==> config.mk <==
export PLATFORM = sky130hd
export DESIGN_NAME = mips_encode_flat
export DESIGN_NICKNAME = d
export VERILOG_FILES = /design/src/rtl/mips_encode_pkg.sv /design/src/rtl/mips_encode_if.sv /design/src/rtl/mips_encode_inst_fifo.sv /design/src/rtl/mips_encode.sv /design/src/flat_wrapper.sv
export SDC_FILE = /design/constraint.sdc
export NUM_CORES = 1
export LEC_CHECK = 0
export BUFFER_PORTS_ARGS = -buffer_cell sky130_fd_sc_hd__buf_2
export CAP_MARGIN = 40
export CORE_MARGIN = 5
export CORE_UTILIZATION = 45
export CTS_CLUSTER_DIAMETER = 40
export DETAILED_ROUTE_END_ITERATION = 8
export GPL_ROUTABILITY_DRIVEN = 0
export HOLD_SLACK_MARGIN = 0.06
export MAX_ROUTING_LAYER = met4
export PLACE_DENSITY = 0.76
export SYNTH_ARGS = -nofsm -noshare
export SYNTH_HDL_FRONTEND = slang
export SYNTH_SLANG_ARGS = --single-unit
==> constraint.sdc <==
create_clock -name clock -period 4.8 [get_ports clock]
set_input_delay 0.96 -clock clock [delete_from_list [all_inputs] [get_ports clock]]
set_output_delay 0.96 -clock clock [all_outputs]
set_load 0.02 [all_outputs]
==> src/rtl/mips_encode_pkg.sv <==
`default_nettype none
// ============================================================================
//  mips_encode_pkg
//  ALU/opcode/funct codes shared with the MIPS control decoder, plus the
//  combinational request-to-instruction encoder.
//  Revision: 1.0
// ============================================================================
package mips_encode_pkg;

   localparam logic [2:0] c_alu_add = 3'b010;
   localparam logic [2:0] c_alu_sub = 3'b011;
   localparam logic [2:0] c_alu_and = 3'b100;
   localparam logic [2:0] c_alu_or  = 3'b101;
   localparam logic [2:0] c_alu_nor = 3'b110;
   localparam logic [2:0] c_alu_xor = 3'b111;

   localparam logic [5:0] c_op_other0 = 6'h00;
   localparam logic [5:0] c_op_addi   = 6'h08;
   localparam logic [5:0] c_op_addiu  = 6'h09;
   localparam logic [5:0] c_op_andi   = 6'h0C;
   localparam logic [5:0] c_op_ori    = 6'h0D;
   localparam logic [5:0] c_op_xori   = 6'h0E;

   localparam logic [5:0] c_op0_add  = 6'h20;
   localparam logic [5:0] c_op0_addu = 6'h21;
   localparam logic [5:0] c_op0_sub  = 6'h22;
   localparam logic [5:0] c_op0_subu = 6'h23;
   localparam logic [5:0] c_op0_and  = 6'h24;
   localparam logic [5:0] c_op0_or   = 6'h25;
   localparam logic [5:0] c_op0_xor  = 6'h26;
   localparam logic [5:0] c_op0_nor  = 6'h27;

   typedef struct packed {
      logic        ok;
      logic [31:0] word;
   } enc_t;

   // ok=0 marks a request that has no MIPS encoding (I-type SUB/NOR, op 000/001).
   function automatic enc_t encode(input logic [2:0]  alu_op,
                                   input logic        imm,
                                   input logic        trap,
                                   input logic [4:0]  rs,
                                   input logic [4:0]  rt,
                                   input logic [4:0]  rd,
                                   input logic [15:0] imm16);
      enc_t       e;
      logic [5:0] code;
      e.ok   = 1'b1;
      e.word = 32'h0;
      code   = 6'h00;
      if (imm) begin
         case (alu_op)
            c_alu_add: code = trap ? c_op_addi : c_op_addiu;
            c_alu_and: code = c_op_andi;
            c_alu_or:  code = c_op_ori;
            c_alu_xor: code = c_op_xori;
            default:   e.ok = 1'b0;
         endcase
         if (e.ok) e.word = {code, rs, rd, imm16};
      end else begin
         case (alu_op)
            c_alu_add: code = trap ? c_op0_add : c_op0_addu;
            c_alu_sub: code = trap ? c_op0_sub : c_op0_subu;
            c_alu_and: code = c_op0_and;
            c_alu_or:  code = c_op0_or;
            c_alu_xor: code = c_op0_xor;
            c_alu_nor: code = c_op0_nor;
            default:   e.ok = 1'b0;
         endcase
         if (e.ok) e.word = {c_op_other0, rs, rt, rd, 5'b00000, code};
      end
      return e;
   endfunction

endpackage
`default_nettype wire

==> src/rtl/mips_encode_if.sv <==
`default_nettype none
// ============================================================================
//  mips_encode_if
//  Request / instruction-stream / status bundle of the MIPS encoder.
//  Revision: 1.0
// ============================================================================
interface mips_encode_if #(
   parameter int DEPTH = 4,
   parameter int CNT_W = 8
);
   logic                    in_valid;
   logic                    in_ready;
   logic [2:0]              in_alu_op;
   logic                    in_imm;
   logic                    in_trap;
   logic [4:0]              in_rs;
   logic [4:0]              in_rt;
   logic [4:0]              in_rd;
   logic [15:0]             in_imm16;
   logic                    out_valid;
   logic                    out_ready;
   logic [31:0]             out_inst;
   logic                    err;
   logic [CNT_W-1:0]        err_count;
   logic [$clog2(DEPTH):0]  level;

   modport master (
      output in_valid, in_alu_op, in_imm, in_trap, in_rs, in_rt, in_rd, in_imm16, out_ready,
      input  in_ready, out_valid, out_inst, err, err_count, level
   );

   modport slave (
      input  in_valid, in_alu_op, in_imm, in_trap, in_rs, in_rt, in_rd, in_imm16, out_ready,
      output in_ready, out_valid, out_inst, err, err_count, level
   );
endinterface
`default_nettype wire

==> src/rtl/mips_encode_inst_fifo.sv <==
`default_nettype none
// ============================================================================
//  inst_fifo
//  Synchronous FIFO with a registered head word; full/empty come from level.
//  Revision: 1.0
// ============================================================================
module inst_fifo #(
   parameter int DEPTH = 4,
   parameter int WIDTH = 32
) (
   input  wire logic                       clk,
   input  wire logic                       rst,
   input  wire logic                       push,
   input  wire logic [WIDTH-1:0]           din,
   input  wire logic                       pop,
   output logic      [WIDTH-1:0]           dout,
   output logic      [$clog2(DEPTH):0]     level,
   output logic                            full,
   output logic                            empty
);
   localparam int             AW      = $clog2(DEPTH);
   localparam logic [AW:0]    C_FULL  = (AW+1)'(DEPTH);

   logic [WIDTH-1:0] r_mem [DEPTH];
   logic [AW-1:0]    r_wr;
   logic [AW-1:0]    r_rd;
   logic [AW:0]      r_level;
   logic [WIDTH-1:0] r_head;

   logic             w_push;
   logic             w_pop;
   logic [AW-1:0]    w_rd_next;
   logic [AW:0]      w_level_next;

   assign full         = (r_level == C_FULL);
   assign empty        = (r_level == '0);
   assign w_push       = push & ~full;
   assign w_pop        = pop & ~empty;
   assign w_rd_next    = r_rd + AW'(w_pop);
   assign w_level_next = r_level + (AW+1)'(w_push) - (AW+1)'(w_pop);

   always_ff @(posedge clk) begin
      if (w_push) r_mem[r_wr] <= din;
   end

   always_ff @(posedge clk) begin
      if (rst) begin
         r_wr    <= '0;
         r_rd    <= '0;
         r_level <= '0;
         r_head  <= '0;
      end else begin
         r_wr    <= r_wr + AW'(w_push);
         r_rd    <= w_rd_next;
         r_level <= w_level_next;
         // The next head is the word being written now when it lands in the read slot.
         if (w_level_next != '0)
            r_head <= (w_push && (w_rd_next == r_wr)) ? din : r_mem[w_rd_next];
      end
   end

   assign dout  = r_head;
   assign level = r_level;
endmodule
`default_nettype wire

==> src/rtl/mips_encode.sv <==
`default_nettype none
// ============================================================================
//  mips_encode
//  Encodes ALU requests into MIPS R/I-type words, buffers them, counts rejects.
//  Revision: 1.0
// ============================================================================
module mips_encode
   import mips_encode_pkg::*;
#(
   parameter int DEPTH = 4,
   parameter int CNT_W = 8
) (
   input wire logic     clock,
   input wire logic     reset,
   mips_encode_if.slave bus
);
   enc_t             w_enc;
   logic             w_accept;
   logic             w_push;
   logic             w_full;
   logic             w_empty;
   logic             r_err;
   logic [CNT_W-1:0] r_err_count;

   assign w_enc    = encode(bus.in_alu_op, bus.in_imm, bus.in_trap,
                            bus.in_rs, bus.in_rt, bus.in_rd, bus.in_imm16);
   assign w_accept = bus.in_valid & ~w_full;
   assign w_push   = w_accept & w_enc.ok;

   inst_fifo #(
      .DEPTH (DEPTH),
      .WIDTH (32)
   ) u_fifo (
      .clk   (clock),
      .rst   (reset),
      .push  (w_push),
      .din   (w_enc.word),
      .pop   (bus.out_ready),
      .dout  (bus.out_inst),
      .level (bus.level),
      .full  (w_full),
      .empty (w_empty)
   );

   always_ff @(posedge clock) begin
      if (reset) begin
         r_err       <= 1'b0;
         r_err_count <= '0;
      end else begin
         r_err <= w_accept & ~w_enc.ok;
         if (w_accept && !w_enc.ok && (r_err_count != '1))
            r_err_count <= r_err_count + 1'b1;
      end
   end

   assign bus.in_ready  = ~w_full;
   assign bus.out_valid = ~w_empty;
   assign bus.err       = r_err;
   assign bus.err_count = r_err_count;
endmodule
`default_nettype wire

==> src/flat_wrapper.sv <==
// flat-port wrapper written by rule: the top's interface ports become plain ports
module mips_encode_flat import mips_encode_pkg::*;
#(
   parameter int DEPTH = 4,
   parameter int CNT_W = 8
)
  (clock, reset, bus_in_valid, bus_in_alu_op, bus_in_imm, bus_in_trap, bus_in_rs, bus_in_rt, bus_in_rd, bus_in_imm16, bus_out_ready, bus_in_ready, bus_out_valid, bus_out_inst, bus_err, bus_err_count, bus_level);
  mips_encode_if #(.DEPTH(DEPTH), .CNT_W(CNT_W)) bus_i ();
  input wire logic clock;
  input wire logic reset;
  input wire logic [$bits(bus_i.in_valid)-1:0] bus_in_valid;
  input wire logic [$bits(bus_i.in_alu_op)-1:0] bus_in_alu_op;
  input wire logic [$bits(bus_i.in_imm)-1:0] bus_in_imm;
  input wire logic [$bits(bus_i.in_trap)-1:0] bus_in_trap;
  input wire logic [$bits(bus_i.in_rs)-1:0] bus_in_rs;
  input wire logic [$bits(bus_i.in_rt)-1:0] bus_in_rt;
  input wire logic [$bits(bus_i.in_rd)-1:0] bus_in_rd;
  input wire logic [$bits(bus_i.in_imm16)-1:0] bus_in_imm16;
  input wire logic [$bits(bus_i.out_ready)-1:0] bus_out_ready;
  output wire logic [$bits(bus_i.in_ready)-1:0] bus_in_ready;
  output wire logic [$bits(bus_i.out_valid)-1:0] bus_out_valid;
  output wire logic [$bits(bus_i.out_inst)-1:0] bus_out_inst;
  output wire logic [$bits(bus_i.err)-1:0] bus_err;
  output wire logic [$bits(bus_i.err_count)-1:0] bus_err_count;
  output wire logic [$bits(bus_i.level)-1:0] bus_level;
  assign bus_i.in_valid = bus_in_valid;
  assign bus_i.in_alu_op = bus_in_alu_op;
  assign bus_i.in_imm = bus_in_imm;
  assign bus_i.in_trap = bus_in_trap;
  assign bus_i.in_rs = bus_in_rs;
  assign bus_i.in_rt = bus_in_rt;
  assign bus_i.in_rd = bus_in_rd;
  assign bus_i.in_imm16 = bus_in_imm16;
  assign bus_i.out_ready = bus_out_ready;
  assign bus_in_ready = bus_i.in_ready;
  assign bus_out_valid = bus_i.out_valid;
  assign bus_out_inst = bus_i.out_inst;
  assign bus_err = bus_i.err;
  assign bus_err_count = bus_i.err_count;
  assign bus_level = bus_i.level;
  mips_encode #(.DEPTH(DEPTH), .CNT_W(CNT_W)) u_core (.clock(clock), .reset(reset), .bus(bus_i));
endmodule
==> results.yml, run 1 <==
power:
  netSwitchingFraction_pct: 34.7
  ir_worst_vdd_v: 0.000350
  intPower_w: 0.00312
  p_clk_share_pct: 26.7
  combPwrFrac_pct: 35.4
  p_switching_w: 0.00166
  p_leak_nw: 3.00
  power_frac_seq_pct: 38.0
  power.density_nw_per_um2: 580
cells_and_area:
  post-route-util_pct: 54.2
  fillers: 1264
  layout_commonest_cell: "edfxtp_1"
  regArea_sq_um: 4520
  final_cell_mix: "120 x edfxtp_1, 83 x buf_2, 46 x dfxtp_1"
  multi_input_area_sq_um: 2240
  drive_gt1_share_pct: 30.7
  area_growth_pct: 18.4
  fin_nets: 613
timing:
  slew_viol_final: 0
  rsz0062_at_grt: "no"
  fmax_mhz: 264
  setup_viol: 0
  relSlewSlack_pct: 43.4
  worstMarginPinSlew_ns: 0.845
  hold_ws_ns: 0.450
  hold_viol_final: 0
  fin_tns_setup_ns: 0
  clock-skew-final_ns: 0.00488
  fin_crit_ns: 3.78
  finalCritPeriodShare_pct: 78.8
logic_synthesis:
  synth_edf_count: 120
  synth_top_area_share_pct: 51.8
  syn_area_per_cell_sq_um: 14.4
  seq_area_frac_synth_pct: 65.0
  netlist_area_sq_um: 6960
  synth_top_area_cell: "edfxtp_1"
  syn_inst: 482
  synth.distinct_cells: 54
  ys_warn_count: 0
  ys_ff_latch: 166
  yosys_most_used_dff: "edfxtp_1"
  ys_async_sr_fraction_pct: 0
  netlist_top_cells_area: "edfxtp_1 52%, dfxtp_1 13%, mux4_2 9.7%"
place:
  port-buffer-count: 83
  dp_hpwl_mm: 10.7
job:
  drv_cap: 0
route:
  via_count: 4535
  drtIter0Drc: 409
  wl_per_cell_microns: 21.0
  route.detailed.drc: 0
  firstDrtPassIters: 5
  ant_nets: 0
  wirelength_mm: 16.2
  vias_per_cell: 5.89
worst_setup_path:
  end_kind: "register"
  worstPathMaxFanout: 17
  crit_required_ns: 5.17
  rr_worst_depth: 10
  worstSetupPathType: "primary input to register"
  path_cells: "buf_2 > and4b_1 > nor3_2 > nand3_1 > ha_1 > inv_1 > ha_1 > fa_1 > xor3_1 > a21o_1 > or4_1 > nand3_1"
  cp_slowest_cell: "or4_1"
  max_stage_delay_ns: 0.56
  r2r_end: "u_core.u_fifo.dout[14]"
  worstPathArrival_ns: 4.16
  r2r_start: "u_core.u_fifo.level[2]"
  rrSetupSlack_ns: 1.33
  crit_path_start_kind: "primary input"
clock_network:
  cts-resized-gates: 0
  cts_root_buf: "clkbuf_16"
  cts_tree: "built"
  cts_setup_buffers: 0
  cts_max_level: 4
  clk_pin_slew_ns: 0.06
  cts_sinks: 166
  cts-root-to-sink-buffers: 2
  numCtsBuffers: 17
  ctsHoldBuffers: 0
  insertion_delay_ns: 0.43
die:
  ios: 86
  die_w_microns: 134
  start_util_pct: 45.8
  die_h_microns: 134
  rows: 45
  dieArea_sq_um: 18000
  coreArea_sq_um: 15200
global_routing:
  busiest_layer: "met2"
  grt_pass1_wl_mm: 25.2
  met3_usage_pct: 5.85
  grt_max_degree: 32
  overflow: 0
  track_usage_pct: 19.1
  met1_usage_pct: 25.0
  grt_pass1_vias: 4550
  use_met2_pct: 29.0
  antenna_found_initial: 2
worst_hold_path:
  min_from: "u_core.u_fifo.dout[27]"
  min_path_cells: 2
  whs_endpoint: "u_core.u_fifo.dout[27]"
  worst_hold_path_type: "register to register"
status:
  status: "complete, no violations"
==> how the worst max path moves through the flow <==
stage	startpoint	end	slack (ns)	depth (start not counted)
2_1_floorplan	bus_in_alu_op[1]	u_core.u_fifo.r_mem[2][0]	0.20	5
3_3_place_gp	bus_in_imm	u_core.u_fifo.dout[14]	0.72	12
3_5_place_dp	bus_in_imm	u_core.u_fifo.dout[14]	0.61	12
4_1_cts	bus_in_imm	u_core.u_fifo.dout[14]	1.05	12
5_1_grt	bus_in_alu_op[0]	u_core.u_fifo.dout[14]	0.84	12
6_report	bus_in_imm	u_core.u_fifo.dout[14]	1.02	12
==> critical path: cells and delay by family <==
kind | cells | cell delay, ns
simple gates | 5 | 1.32
xor+xnor | 1 | 0.28
compound gates | 1 | 0.46
fa+ha+maj | 3 | 0.92
buf+inv | 2 | 0.21
==> metal layers <==
metal	part of all wire, %	wire, microns
met1	43	6970
met5	0	0
met3	7.0	1140
met2	48	7840
met4	1.4	227
==> flip-flops by register name (all words and copies together), names as in the netlist <==
| name | cells |
|---|---|
| u_core.u_fifo.r_mem | 120 |
| u_core.u_fifo.level | 3 |
| u_core.bus.err | 1 |
| u_core.u_fifo.r_rd | 2 |
| u_core.u_fifo.dout | 30 |
| u_core.u_fifo.r_wr | 2 |
| u_core.bus.err_count | 8 |
==> logic make-up (layout without fill, tap and decap cells) <==
group	count (synthesis)	after routing	share of synthesized area (%)
flip-flops	166	166	65.0
AND/OR/NAND/NOR	117	117	8.97
AO/OA/AOI/OAI	92	92	9.84
buffers and inverters	61	158	3.60
multiplexers	33	33	10.2
adder cells (fa/ha/maj)	6	6	1.19
XOR/XNOR	6	6	1.17
other	1	4	0.0539
==> cell type report <==
class | count | share of cell area [%]
Sequential cell | 166 | 54.9
Multi-Input combinational cell | 256 | 27.2
Timing Repair Buffer | 102 | 7.17
Clock buffer | 18 | 5.33
Tap cell | 188 | 2.86
Clock inverter | 14 | 1.40
Inverter | 24 | 1.09
Antenna cell | 2 | 0.0608
==> power groups by stage <==
| stage | Sequential (W) | Combinational, W | Clock, W |
|---|---|---|---|
| 2_1_floorplan | 0.00194 | 0.00107 | 0 |
| 4_1_cts | 0.00181 | 0.00171 | 0.00130 |
| 3_5_place_dp | 0.00184 | 0.00170 | 0 |
| 6_report | 0.00181 | 0.00169 | 0.00127 |
| 3_3_place_gp | 0.00183 | 0.00163 | 0 |
| 5_1_grt | 0.00183 | 0.00184 | 0.00136 |
==> synthesized netlist by cell type (all sizes together), types with 2 or more instances <==
cell type	count
xnor2	3
nand2	37
or4	5
and3	2
o21ai	7
o31ai	2
mux2i	2
a22oi	10
a21oi	8
and4	2
nand2b	2
clkbuf	25
nor3b	2
dfxtp	46
nor3	3
o41ai	2
inv	24
or2	2
buf	12
ha	5
o311ai	17
or3	4
and3b	2
a21o	3
o211ai	37
and2	11
or3b	2
nand3	14
nor2b	6
nor2	14
edfxtp	120
nand4	5
mux4	30
==> stage by stage <==
step	setup WS (ns)	cell area, sq um	cells	total power [W]
floorplan	0.200	6960	483	0.00301
global placement	0.719	7640	734	0.00346
detailed placement	0.607	7680	736	0.00355
CTS	1.05	8230	768	0.00482
global route	0.843	8240	770	0.00503
finish	1.02	8240	770	0.00478
Note: power is estimated with default switching activity, not from simulation.
==> run 2, diff against run 1 <==
Settings changed: PLACE_DENSITY 0.76 to 0.73.
Clock period 4.8 ns to 3.8 ns, I/O delays scaled along.
==> run 2 against run 1 <==
Against the previous run:
- via count is 0.75% lower
- final area grew 0.55%
- sequential power grew 27%
- register-to-register slack lost 0.60 ns
- flip-flop and latch count is the same
- non-clock buffer count up 5
- wire length up 0.40%
- clock skew up 0.0017 ns
- worst hold slack worse by 0.0010 ns
- first-iteration DRC count fell by 12%
- critical path type unchanged
- critical endpoint is now u_core.u_fifo.dout[20]
==> results.yml, run 2 (same netlist as run 1, synthesis figures left out) <==
status:
  status: "complete, no violations"
timing:
  rsz0062_at_grt: "no"
  fmax_mhz: 311
  finalCritPeriodShare_pct: 84.7
  timing.final.ws_setup_ns: 0.580
  slew_viol_final: 0
  clock-skew-final_ns: 0.00653
  hold_ws_ns: 0.449
  fin_crit_ns: 3.22
  hold_viol_final: 0
  relSlewSlack_pct: 42.1
  setup_viol: 0
  worstMarginPinSlew_ns: 0.865
route:
  drtIter0Drc: 358
  ant_nets: 0
  vias_per_cell: 5.81
  route.detailed.drc: 0
  wl_per_cell_microns: 21.0
  via_count: 4501
  wirelength_mm: 16.2
  firstDrtPassIters: 4
global_routing:
  met1_usage_pct: 24.2
  grt_pass1_vias: 4682
  track_usage_pct: 18.9
  grt_pass1_wl_mm: 25.2
  antenna_found_initial: 2
  overflow: 0
  use_met2_pct: 30.4
  grt_max_degree: 43
  met3_usage_pct: 4.01
  busiest_layer: "met2"
worst_setup_path:
  rrSetupSlack_ns: 0.73
  cp_slowest_cell: "o311ai_0"
  path_cells: "buf_2 > and4b_1 > nor3_2 > nand3_1 > ha_1 > inv_1 > ha_1 > fa_1 > xor3_1 > a21o_1 > buf_4 > o311ai_0"
  worstSetupPathType: "primary input to register"
  r2r_end: "u_core.u_fifo.dout[20]"
  end_kind: "register"
  crit_required_ns: 4.09
  crit_path_start_kind: "primary input"
  worstPathArrival_ns: 3.51
  rr_worst_depth: 10
  max_stage_delay_ns: 0.39
  r2r_start: "u_core.u_fifo.level[1]"
  path_common_cell: "ha_1"
  worstPathMaxFanout: 10
power:
  power.density_nw_per_um2: 734
  p_leak_nw: 3.00
  ir_worst_vdd_v: 0.000382
place:
  place_ws_ns: 0.173
  port-buffer-count: 83
  dp_hpwl_mm: 10.6
  placed_cells: 741
clock_network:
  cts_root_buf: "clkbuf_16"
  cts_setup_buffers: 0
  cts-root-to-sink-buffers: 2
  ctsHoldBuffers: 0
  numCtsBuffers: 17
  cts-resized-gates: 0
  cts_max_level: 4
  insertion_delay_ns: 0.42
  clk_pin_slew_ns: 0.07
  cts_tree: "built"
  cts_sinks: 166
worst_hold_path:
  worst_hold_path_type: "register to register"
  whs_endpoint: "u_core.u_fifo.dout[22]"
  min_from: "u_core.u_fifo.dout[22]"
  min_path_cells: 2
cells_and_area:
  regArea_sq_um: 4520
  multi_input_area_sq_um: 2240
  layout_commonest_cell: "edfxtp_1"
  final_cells: 775
  final_cell_mix: "120 x edfxtp_1, 83 x buf_2, 46 x dfxtp_1"
  drive_gt1_share_pct: 31.3
  regMostFlops: "u_core.u_fifo.r_mem"
  fillers: 1225
  largest_reg_flops: 120
  area_growth_pct: 19.0
  fin_nets: 618
die:
  start_util_pct: 45.8
  die_w_microns: 134
  die_h_microns: 134
  ios: 86
  rows: 45
  dieArea_sq_um: 18000
  coreArea_sq_um: 15200
job:
  drv_cap: 0
==> run 2: cell count changes in the layout (fill, tap and decap cells not counted), sizes merged <==
| cell | delta |
|---|---|
| inv | -4 |
| clkinvlp | +5 |
| buf | +5 |
| clkinv | -1 |
==> run 2: worst max-delay path, delay by kind of cell <==
kind | cells | cell delay [ns]
adder cells (fa/ha/maj) | 3 | 0.85
AO/OA/AOI/OAI | 2 | 0.66
AND/OR/NAND/NOR | 3 | 0.57
buffers and inverters | 3 | 0.39
XOR/XNOR | 1 | 0.27
==> run 2: final cells by class <==
cell class                 instances  area share, %
inverter                          24           1.09
antenna                            2         0.0604
sequential                       166           54.6
multi-input combinational        256           27.0
tap                              188           2.84
timing repair buffer             107           7.49
clock inverter                    14           1.44
clock buffer                      18           5.44
==> run 2: metrics by stage <==
step / setup TNS [ns] / util, % / total power, W / instance area [sq um]
2_1_floorplan: -47.31 / - / 0.00380 / 6960
3_3_place_gp: 0 / 50.7 / 0.00444 / 7710
3_5_place_dp: 0 / 50.7 / 0.00452 / 7710
4_1_cts: 0 / 54.5 / 0.00613 / 8280
5_1_grt: 0 / 54.5 / 0.00640 / 8280
6_report: 0 / 54.5 / 0.00608 / 8280
==> run 2: worst max path at each step <==
stage                startpoint                         to  cells past startpoint
2_1_floorplan  bus_in_alu_op[1]  u_core.u_fifo.r_mem[2][0]                      5
3_3_place_gp   bus_in_alu_op[0]     u_core.u_fifo.dout[14]                     12
3_5_place_dp   bus_in_alu_op[0]     u_core.u_fifo.dout[20]                     12
4_1_cts        bus_in_alu_op[0]     u_core.u_fifo.dout[20]                     12
5_1_grt        bus_in_alu_op[2]     u_core.u_fifo.dout[20]                     12
6_report       bus_in_alu_op[0]     u_core.u_fifo.dout[20]                     12
==> run 2: where the power goes <==
group          internal (W)  leakage [nW]  switching, W
Combinational      0.000919          1.25       0.00125
Clock              0.000889         0.263      0.000725
Sequential          0.00218          1.49      0.000114
==> run 2: metal layers <==
metal  up-vias  share of wire [%]
li1       2061                  -
met1      2239                 43
met2       181                 49
met3        20                6.7
met4         0                1.5
met5         -                  0
==> run 3, diff against run 2 <==
Clock period 3.8 ns to 3.1 ns, I/O delays scaled along.
==> run 3 against run 2 <==
Against the previous run:
- worst hold slack gained 0.0051 ns
- flip-flop and latch count is the same
- clock skew grew 0.0018 ns
- total power grew 29%
- utilization grew 1.5 points
- combinational power grew 35%
- sequential power grew 23%
- critical path depth shrank 1
- wire length grew 0.12%
- sequential share of layout area shrank 1.5 points
- critical endpoint is now u_core.u_fifo.dout[4]
==> results.yml, run 3 (same netlist as run 1, synthesis figures left out) <==
status:
  status: "complete, no violations"
die:
  die_w_microns: 134
  dieArea_sq_um: 18000
  ios: 86
  start_util_pct: 45.8
  rows: 45
  coreArea_sq_um: 15200
  die_h_microns: 134
worst_setup_path:
  cp_slowest_cell: "dfxtp_1"
  r2r_start: "u_core.u_fifo.level[1]"
  crit_buf_inv: 2
  rr_worst_depth: 11
  cp.depth: 11
  r2r_end: "u_core.u_fifo.dout[4]"
  max_stage_delay_ns: 0.39
  crit_path_start_kind: "register"
  crit_required_ns: 3.45
  end_kind: "register"
  worstPathArrival_ns: 3.31
  worstPathMaxFanout: 8
  path_cells: "or3_1 > and2_1 > ha_1 > inv_1 > ha_2 > fa_2 > xor3_1 > a21oi_4 > buf_4 > nand3_2 > o211ai_1"
  worstSetupPathType: "register to register"
  rrSetupSlack_ns: 0.14
  critical_path.top_delay_family: "adder cells"
cells_and_area:
  area_growth_pct: 22.3
  largest_reg_flops: 120
  regMostFlops: "u_core.u_fifo.r_mem"
  final_cell_mix: "120 x edfxtp_1, 83 x buf_2, 46 x dfxtp_1"
  fillers: 1215
  layout_commonest_cell: "edfxtp_1"
  drive_gt1_share_pct: 34.3
  fin_nets: 630
timing:
  slew_viol_final: 0
  worstMarginPinSlew_ns: 0.928
  timing.final.ws_setup_ns: 0.143
  rsz0062_at_grt: "no"
  finalCritPeriodShare_pct: 95.4
  relSlewSlack_pct: 37.9
  hold_ws_ns: 0.454
  setup_viol: 0
  fmax_mhz: 338
  hold_viol_final: 0
  clock-skew-final_ns: 0.00833
  fin_crit_ns: 2.96
worst_hold_path:
  worst_hold_path_type: "register to register"
  whs_endpoint: "u_core.u_fifo.dout[22]"
  min_path_cells: 2
  min_from: "u_core.u_fifo.dout[22]"
route:
  wl_per_cell_microns: 20.7
  vias_per_cell: 5.78
  ant_nets: 0
  drtIter0Drc: 428
  route.detailed.drc: 0
  wirelength_mm: 16.3
  firstDrtPassIters: 5
  via_count: 4543
power:
  ir_worst_vdd_v: 0.000529
  power.density_nw_per_um2: 922
  p_leak_nw: 3.12
global_routing:
  grt_pass1_vias: 4647
  grt_pass1_wl_mm: 25.8
  track_usage_pct: 19.5
  antenna_found_initial: 1
  overflow: 0
  grt_max_degree: 32
place:
  place_ws_ns: -0.257
  dp_hpwl_mm: 10.8
  port-buffer-count: 83
clock_network:
  cts_tree: "built"
  cts_setup_buffers: 0
  cts-root-to-sink-buffers: 2
  clk_pin_slew_ns: 0.07
  cts_root_buf: "clkbuf_16"
  cts_max_level: 4
  insertion_delay_ns: 0.43
  cts_sinks: 166
  numCtsBuffers: 17
job:
  drv_cap: 0
-- run 3: changes by cell type in the layout (fill, tap and decap cells not counted), sizes merged --
cell and change:
buf +12, inv +5, clkinvlp -4, bufinv +1
clkbuf -1, clkinv -1, diode -1
-- run 3: area by class of cell --
class                   count  area [sq um]  area share, %
diodes                      1          2.50         0.0294
clock buffers              17           425           5.00
clock inverters            15           160           1.88
inverters                  24          90.1           1.06
multi-input cells         256          2310           27.2
flip-flops and latches    166          4520           53.2
well taps                 188           235           2.76
repair buffers            119           761           8.94
-- run 3: where the power goes --
part	total, W	leakage [nW]	switching, W	internal [W]
sequential	0.00282	1.49	0.000147	0.00268
clock	0.00208	0.287	0.000938	0.00114
combinational	0.00294	1.34	0.00161	0.00133
total	0.00784	3.12	0.00269	0.00515
-- run 3: how the worst max path moves through the flow --
stage | from | to | slack (ns)
after floorplan | bus_in_alu_op[1] | u_core.u_fifo.dout[14] | -0.18
after global placement | bus_in_alu_op[1] | u_core.u_fifo.dout[13] | -0.11
after detailed placement | bus_in_alu_op[2] | u_core.u_fifo.dout[15] | -0.26
after CTS | u_core.u_fifo.level[1] | u_core.u_fifo.dout[15] | 0.07
after global routing | u_core.u_fifo.level[1] | u_core.u_fifo.dout[4] | 0.0006
final | u_core.u_fifo.level[1] | u_core.u_fifo.dout[4] | 0.14
-- run 3: worst register-to-register path: stages (launching register included) --
cell and delay, ns:
dfxtp_1 0.39, or3_1 0.38, and2_1 0.23, ha_1 0.29, inv_1 0.04, ha_2 0.17
fa_2 0.35, xor3_1 0.28, a21oi_4 0.30, buf_4 0.22, nand3_2 0.06, o211ai_1 0.18
-- run 3: what timing repair did --
| action | 4_1_cts | 5_1_grt |
|---|---|---|
| resized for setup | 0 | 3 |
| endpoints found under the setup margin | 0 | 3 |
| hold buffers | 0 | 0 |
-- run 3: metal layers --
layer  global-route usage [%]  up-vias  share of wire (%)
li1                         -     2090                  -
met2                     29.8      174                 48
met5                        -        -                  0
met1                     25.8     2256                 43
met3                     5.06       23                7.2
met4                     6.45        0                1.6
-- run 3: through the flow --
step                      instance area, sq um  setup TNS [ns]  instances  util, %  total power [W]
after global routing                      8510               0        786     56.0          0.00824
after detailed placement                  7920           -5.03        753     52.1          0.00583
after global placement                    7920           -1.83        753     52.1          0.00575
final                                     8510               0        786     56.0          0.00784
after floorplan                           7090           -5.58        483        -          0.00481
after CTS                                 8510               0        785     56.0          0.00790
